[src/rtl/truth_table_sweeper.sv]
// Exhaustive truth-table sweeper: walks every input combination of a combinational
// block, samples its output after a settle delay and scores it against a golden table.
module truth_table_sweeper #(
    parameter int                       N_IN        = 3,
    parameter logic [(1<<N_IN)-1:0]     TRUTH_TABLE = 8'b1110_1000,
    parameter int                       SETTLE      = 1
) (
    input  logic            clk,
    input  logic            rst_n,
    input  logic            start,
    input  logic            loop,
    input  logic            abort,
    input  logic            f_in,
    output logic [N_IN-1:0] stim,
    output logic            busy,
    output logic            done,
    output logic            pass,
    output logic [N_IN:0]   err_count,
    output logic            first_fail_valid,
    output logic [N_IN-1:0] first_fail_idx
);

    localparam logic [7:0]      SETTLE_CNT = 8'(SETTLE);
    localparam logic [N_IN-1:0] STIM_LAST  = {N_IN{1'b1}};
    localparam logic [N_IN-1:0] STIM_ONE   = N_IN'(1);

    typedef enum logic [0:0] {
        ST_IDLE = 1'b0,
        ST_RUN  = 1'b1
    } state_e;

    state_e            state_q, state_d;
    logic [N_IN-1:0]   stim_q, stim_d;
    logic [7:0]        wait_q, wait_d;
    logic              busy_q, busy_d;
    logic              done_q, done_d;
    logic              pass_q, pass_d;
    logic [N_IN:0]     err_q, err_d;
    logic              ffv_q, ffv_d;
    logic [N_IN-1:0]   ffi_q, ffi_d;
    logic [N_IN:0]     live_err_q, live_err_d;
    logic              live_fv_q, live_fv_d;
    logic [N_IN-1:0]   live_idx_q, live_idx_d;

    logic              mismatch_s;
    logic [N_IN:0]     sweep_err_s;
    logic              sweep_fv_s;
    logic [N_IN-1:0]   sweep_idx_s;

    // Score the current vector and fold it into the running sweep totals.
    always_comb begin
        mismatch_s  = (f_in != TRUTH_TABLE[stim_q]);
        sweep_err_s = live_err_q + {{N_IN{1'b0}}, mismatch_s};
        sweep_fv_s  = live_fv_q | mismatch_s;
        if (live_fv_q) begin
            sweep_idx_s = live_idx_q;
        end else if (mismatch_s) begin
            sweep_idx_s = stim_q;
        end else begin
            sweep_idx_s = live_idx_q;
        end
    end

    // Next-state logic; abort outranks sampling and completion.
    always_comb begin
        state_d    = state_q;
        stim_d     = stim_q;
        wait_d     = wait_q;
        busy_d     = busy_q;
        done_d     = 1'b0;
        pass_d     = pass_q;
        err_d      = err_q;
        ffv_d      = ffv_q;
        ffi_d      = ffi_q;
        live_err_d = live_err_q;
        live_fv_d  = live_fv_q;
        live_idx_d = live_idx_q;
        case (state_q)
            ST_IDLE: begin
                if (start && !abort) begin
                    state_d    = ST_RUN;
                    stim_d     = {N_IN{1'b0}};
                    wait_d     = SETTLE_CNT;
                    busy_d     = 1'b1;
                    live_err_d = {(N_IN+1){1'b0}};
                    live_fv_d  = 1'b0;
                    live_idx_d = {N_IN{1'b0}};
                end else begin
                    state_d = ST_IDLE;
                end
            end
            ST_RUN: begin
                if (abort) begin
                    state_d = ST_IDLE;
                    busy_d  = 1'b0;
                end else if (wait_q != 8'd0) begin
                    wait_d = wait_q - 8'd1;
                end else if (stim_q != STIM_LAST) begin
                    stim_d     = stim_q + STIM_ONE;
                    wait_d     = SETTLE_CNT;
                    live_err_d = sweep_err_s;
                    live_fv_d  = sweep_fv_s;
                    live_idx_d = sweep_idx_s;
                end else begin
                    // Final vector: publish results including this edge's compare.
                    done_d = 1'b1;
                    err_d  = sweep_err_s;
                    pass_d = ~sweep_fv_s;
                    ffv_d  = sweep_fv_s;
                    ffi_d  = sweep_idx_s;
                    if (loop) begin
                        stim_d     = {N_IN{1'b0}};
                        wait_d     = SETTLE_CNT;
                        live_err_d = {(N_IN+1){1'b0}};
                        live_fv_d  = 1'b0;
                        live_idx_d = {N_IN{1'b0}};
                    end else begin
                        state_d = ST_IDLE;
                        busy_d  = 1'b0;
                    end
                end
            end
            default: begin
                state_d = ST_IDLE;
                busy_d  = 1'b0;
            end
        endcase
    end

    // State and output registers.
    always_ff @(posedge clk or negedge rst_n) begin
        if (!rst_n) begin
            state_q    <= ST_IDLE;
            stim_q     <= {N_IN{1'b0}};
            wait_q     <= 8'd0;
            busy_q     <= 1'b0;
            done_q     <= 1'b0;
            pass_q     <= 1'b0;
            err_q      <= {(N_IN+1){1'b0}};
            ffv_q      <= 1'b0;
            ffi_q      <= {N_IN{1'b0}};
            live_err_q <= {(N_IN+1){1'b0}};
            live_fv_q  <= 1'b0;
            live_idx_q <= {N_IN{1'b0}};
        end else begin
            state_q    <= state_d;
            stim_q     <= stim_d;
            wait_q     <= wait_d;
            busy_q     <= busy_d;
            done_q     <= done_d;
            pass_q     <= pass_d;
            err_q      <= err_d;
            ffv_q      <= ffv_d;
            ffi_q      <= ffi_d;
            live_err_q <= live_err_d;
            live_fv_q  <= live_fv_d;
            live_idx_q <= live_idx_d;
        end
    end

    assign stim             = stim_q;
    assign busy             = busy_q;
    assign done             = done_q;
    assign pass             = pass_q;
    assign err_count        = err_q;
    assign first_fail_valid = ffv_q;
    assign first_fail_idx   = ffi_q;

endmodule

[config.mk]
export PLATFORM = sky130hd
export DESIGN_NAME = truth_table_sweeper
export DESIGN_NICKNAME = d
export VERILOG_FILES = /design/src/rtl/truth_table_sweeper.sv
export SDC_FILE = /design/constraint.sdc
export NUM_CORES = 1
export LEC_CHECK = 0
export CORE_MARGIN = 1.5
export CORE_UTILIZATION = 50
export DETAILED_ROUTE_END_ITERATION = 10
export PLACE_DENSITY = 0.8
export SLEW_MARGIN = 0
export SYNTH_ARGS = -nofsm -noshare
export SYNTH_HDL_FRONTEND = slang
export SYNTH_SLANG_ARGS = --single-unit
[constraint.sdc]
create_clock -name clk -period 2.1 [get_ports clk]
set_input_delay 0.315 -clock clk [delete_from_list [all_inputs] [get_ports clk]]
set_output_delay 0.315 -clock clk [all_outputs]
set_load 0.1 [all_outputs]
==> metrics.cfg <==
[grt]
gr-usage-all-layers=0.2036
grt_max_degree=32
grt_overflow=0
grt_antenna_before_repair=0
grt_pass1_wl_um=5340
grt_pass1_vias=1155

[worst_setup_path]
required_ps=2330
critPathKind=register to register
path_buf_inv=0
slowest_delay_ps=510
worstSetupStartpointType=register
crit_path_end_kind=register
critical-path-top-delay-family=flip-flops
crit_arrival_ps=2220
crit_slowest_cell=dfrtp_4
cp_max_fo=7
crit_chain=ha_1 -> ha_1 -> nand2b_1 -> nor2_1 -> o21a_2 -> nand2_1 -> o21ai_0
cp_common_cell=ha_1

[die]
die_h_um=59.60
die-area_um2=3552
ios=20
coreArea_um2=3053
die_width_um=59.60
row_count=20
start_util=0.5246

[min_path]
hold_path_class=primary input to asynchronous set/reset pin

[clock_tree]
worstSkewPairLatency_ps=340
cts_tree=done
clk_path_buf_depth=2
numCtsBuffers=5
cts.sinks=31
path_clk_slew_ps=100
hold_buffers=0
root_buffer=clkbuf_4
h-tree-depth=2

[timing]
slew_viol_final=0
maxSlewHeadroom=0.7431
setup_viol=0
hold_viol_final=0
skew_ps=14.12
period_share=0.9470
timing.fmax_mhz=502.9
min_period_ps=1989
grt_setup_unrepaired=true
tightestPinTransition_ps=385.4

[detailed_routing]
routed_wl_um=3060
vias_per_cell=5.364
drtIter0Drc=19
detail-route-antenna-nets=0
num_vias=1223
drc=0
wire_per_inst_um=13.42
drt-pass1-iter-count=4

[final_layout]
syn_to_final_growth_pct=17.81
drive_gt1_frac=0.2554
antenna_cells=0
final_common_cell=dfrtp_1
final_cell_mix=dfrtp_1 (28), buf_4 (21), nor2_1 (13)
final_nets=195
stdcell_count=228
utilization=0.6180

[synthesis]
synth-main-ff-cell=dfrtp_1
synth_cell_type_count=44
yosysTopAreaCell=dfrtp_1
ys_seq_area_frac=0.4844
synth-seq-cells=31
ys_warn_count=0
async_flop_share=1.000
ys_top_cells_by_area=dfrtp_1 (48%), ha_1 (4.7%), nor2_1 (3.0%)
netlist_area_um2=1602
synthesis.nets=166
synth-edff-count=0
netlist_instances=154
avgSynthCellArea_um2=10.40
synth_top_area_frac=0.4844

[place]
gp_congestion=0.7591
hpwl_um=2248
port_buffers=19
dp_cells=219

[pwr]
p_leak_uw=0.0008926
peakVddDrop_mv=0.5179
power-per-cell-area_nw_per_um2=1098

[flow_run]
cap_violations=0

[run_status]
status=completed

## layout make-up
class                   count  area (um^2)
flip-flops and latches     31        782.0
well taps                  44        55.05
repair buffers             26        207.7
multi-input cells         110        753.2
clock inverters             1        5.005
fillers                   280         1166
clock buffers               7        45.04
inverters                   9        38.79
## power breakdown
group	internal (uW)	switching [uW]	total (uW)
clock network	130	203	333
logic	300	543	843
registers	730	165	895
total	1160	911	2070
## routing by layer
layer  GRT usage  share of wire
met1      0.2744           0.47
met2      0.3093           0.47
met3     0.04585          0.038
met4     0.09841          0.022
met5           0              0
## logic make-up after synthesis
kind of cell	after synthesis	synth area share
compound gates	40	0.1734
xor+xnor	6	0.03281
fa+ha+maj	6	0.04687
buf+inv	13	0.05156
flops	31	0.4844
mux	4	0.02500
simple gates	54	0.1859
## worst reg2reg max path: stages (launching register included)
cell and delay [ps]:
dfrtp_4 510, ha_1 220, ha_1 190, nand2b_1 170, nor2_1 180, o21a_2 220, nand2_1 160, o21ai_0 240
## cell usage after synthesis, types with 2 or more instances
cell / n
nor2_2: 4
a21oi_2: 2
nand3_1: 3
mux2i_1: 4
o2bb2ai_1: 2
nor2b_1: 2
inv_1: 8
dfrtp_1: 31
nor2_1: 13
nor3_1: 3
a21oi_1: 7
o21ai_1: 4
o21ai_2: 2
o21ai_0: 6
nand2_1: 11
o211ai_1: 4
ha_1: 6
a22o_1: 3
and2_1: 2
xnor2_1: 2
o21a_1: 2
nand2b_1: 5
or3_1: 2
xor2_1: 4
a21o_1: 2
a31oi_1: 2
## state kept, by name (all words and copies together) (netlist names), 3 cells and up
signal,flops
live_err_q,4
live_idx_q,3
wait_q,8
err_count,4
first_fail_idx,3
stim,3
## path summary, 6_finish.rpt
check / start / endpoint / slack [ps] / cells past startpoint
max: stim[0] / stim[0] / 110 / 7
min: rst_n / pass / 350 / 2
max reg2reg: stim[0] / stim[0] / 110 / 7
min reg2reg: err_count[1] / err_count[1] / 500 / 2
max in group asynchronous: rst_n / stim[0] / 1420 / 2
min in group clk: err_count[1] / err_count[1] / 500 / 2
## timing repair
action	4_1_cts	5_1_grt
setup endpoints to repair	0	8
resized for setup	0	3
setup buffers	0	1
## through the flow
step                area [um^2]  hold WS [ps]  power, uW  setup WS (ps)  setup TNS (ps)
finish                     1887         348.9       2071          111.4               0
global route               1887         382.8       2216         -47.64          -197.5
CTS                        1869         362.8       2059          89.10               0
detailed placement         1819         484.6       1723          113.4               0
global placement           1819         461.7       1690          174.2               0
floorplan                  1608         19.41       1517          12.35               0
Note: power is estimated with default switching activity, not from simulation.
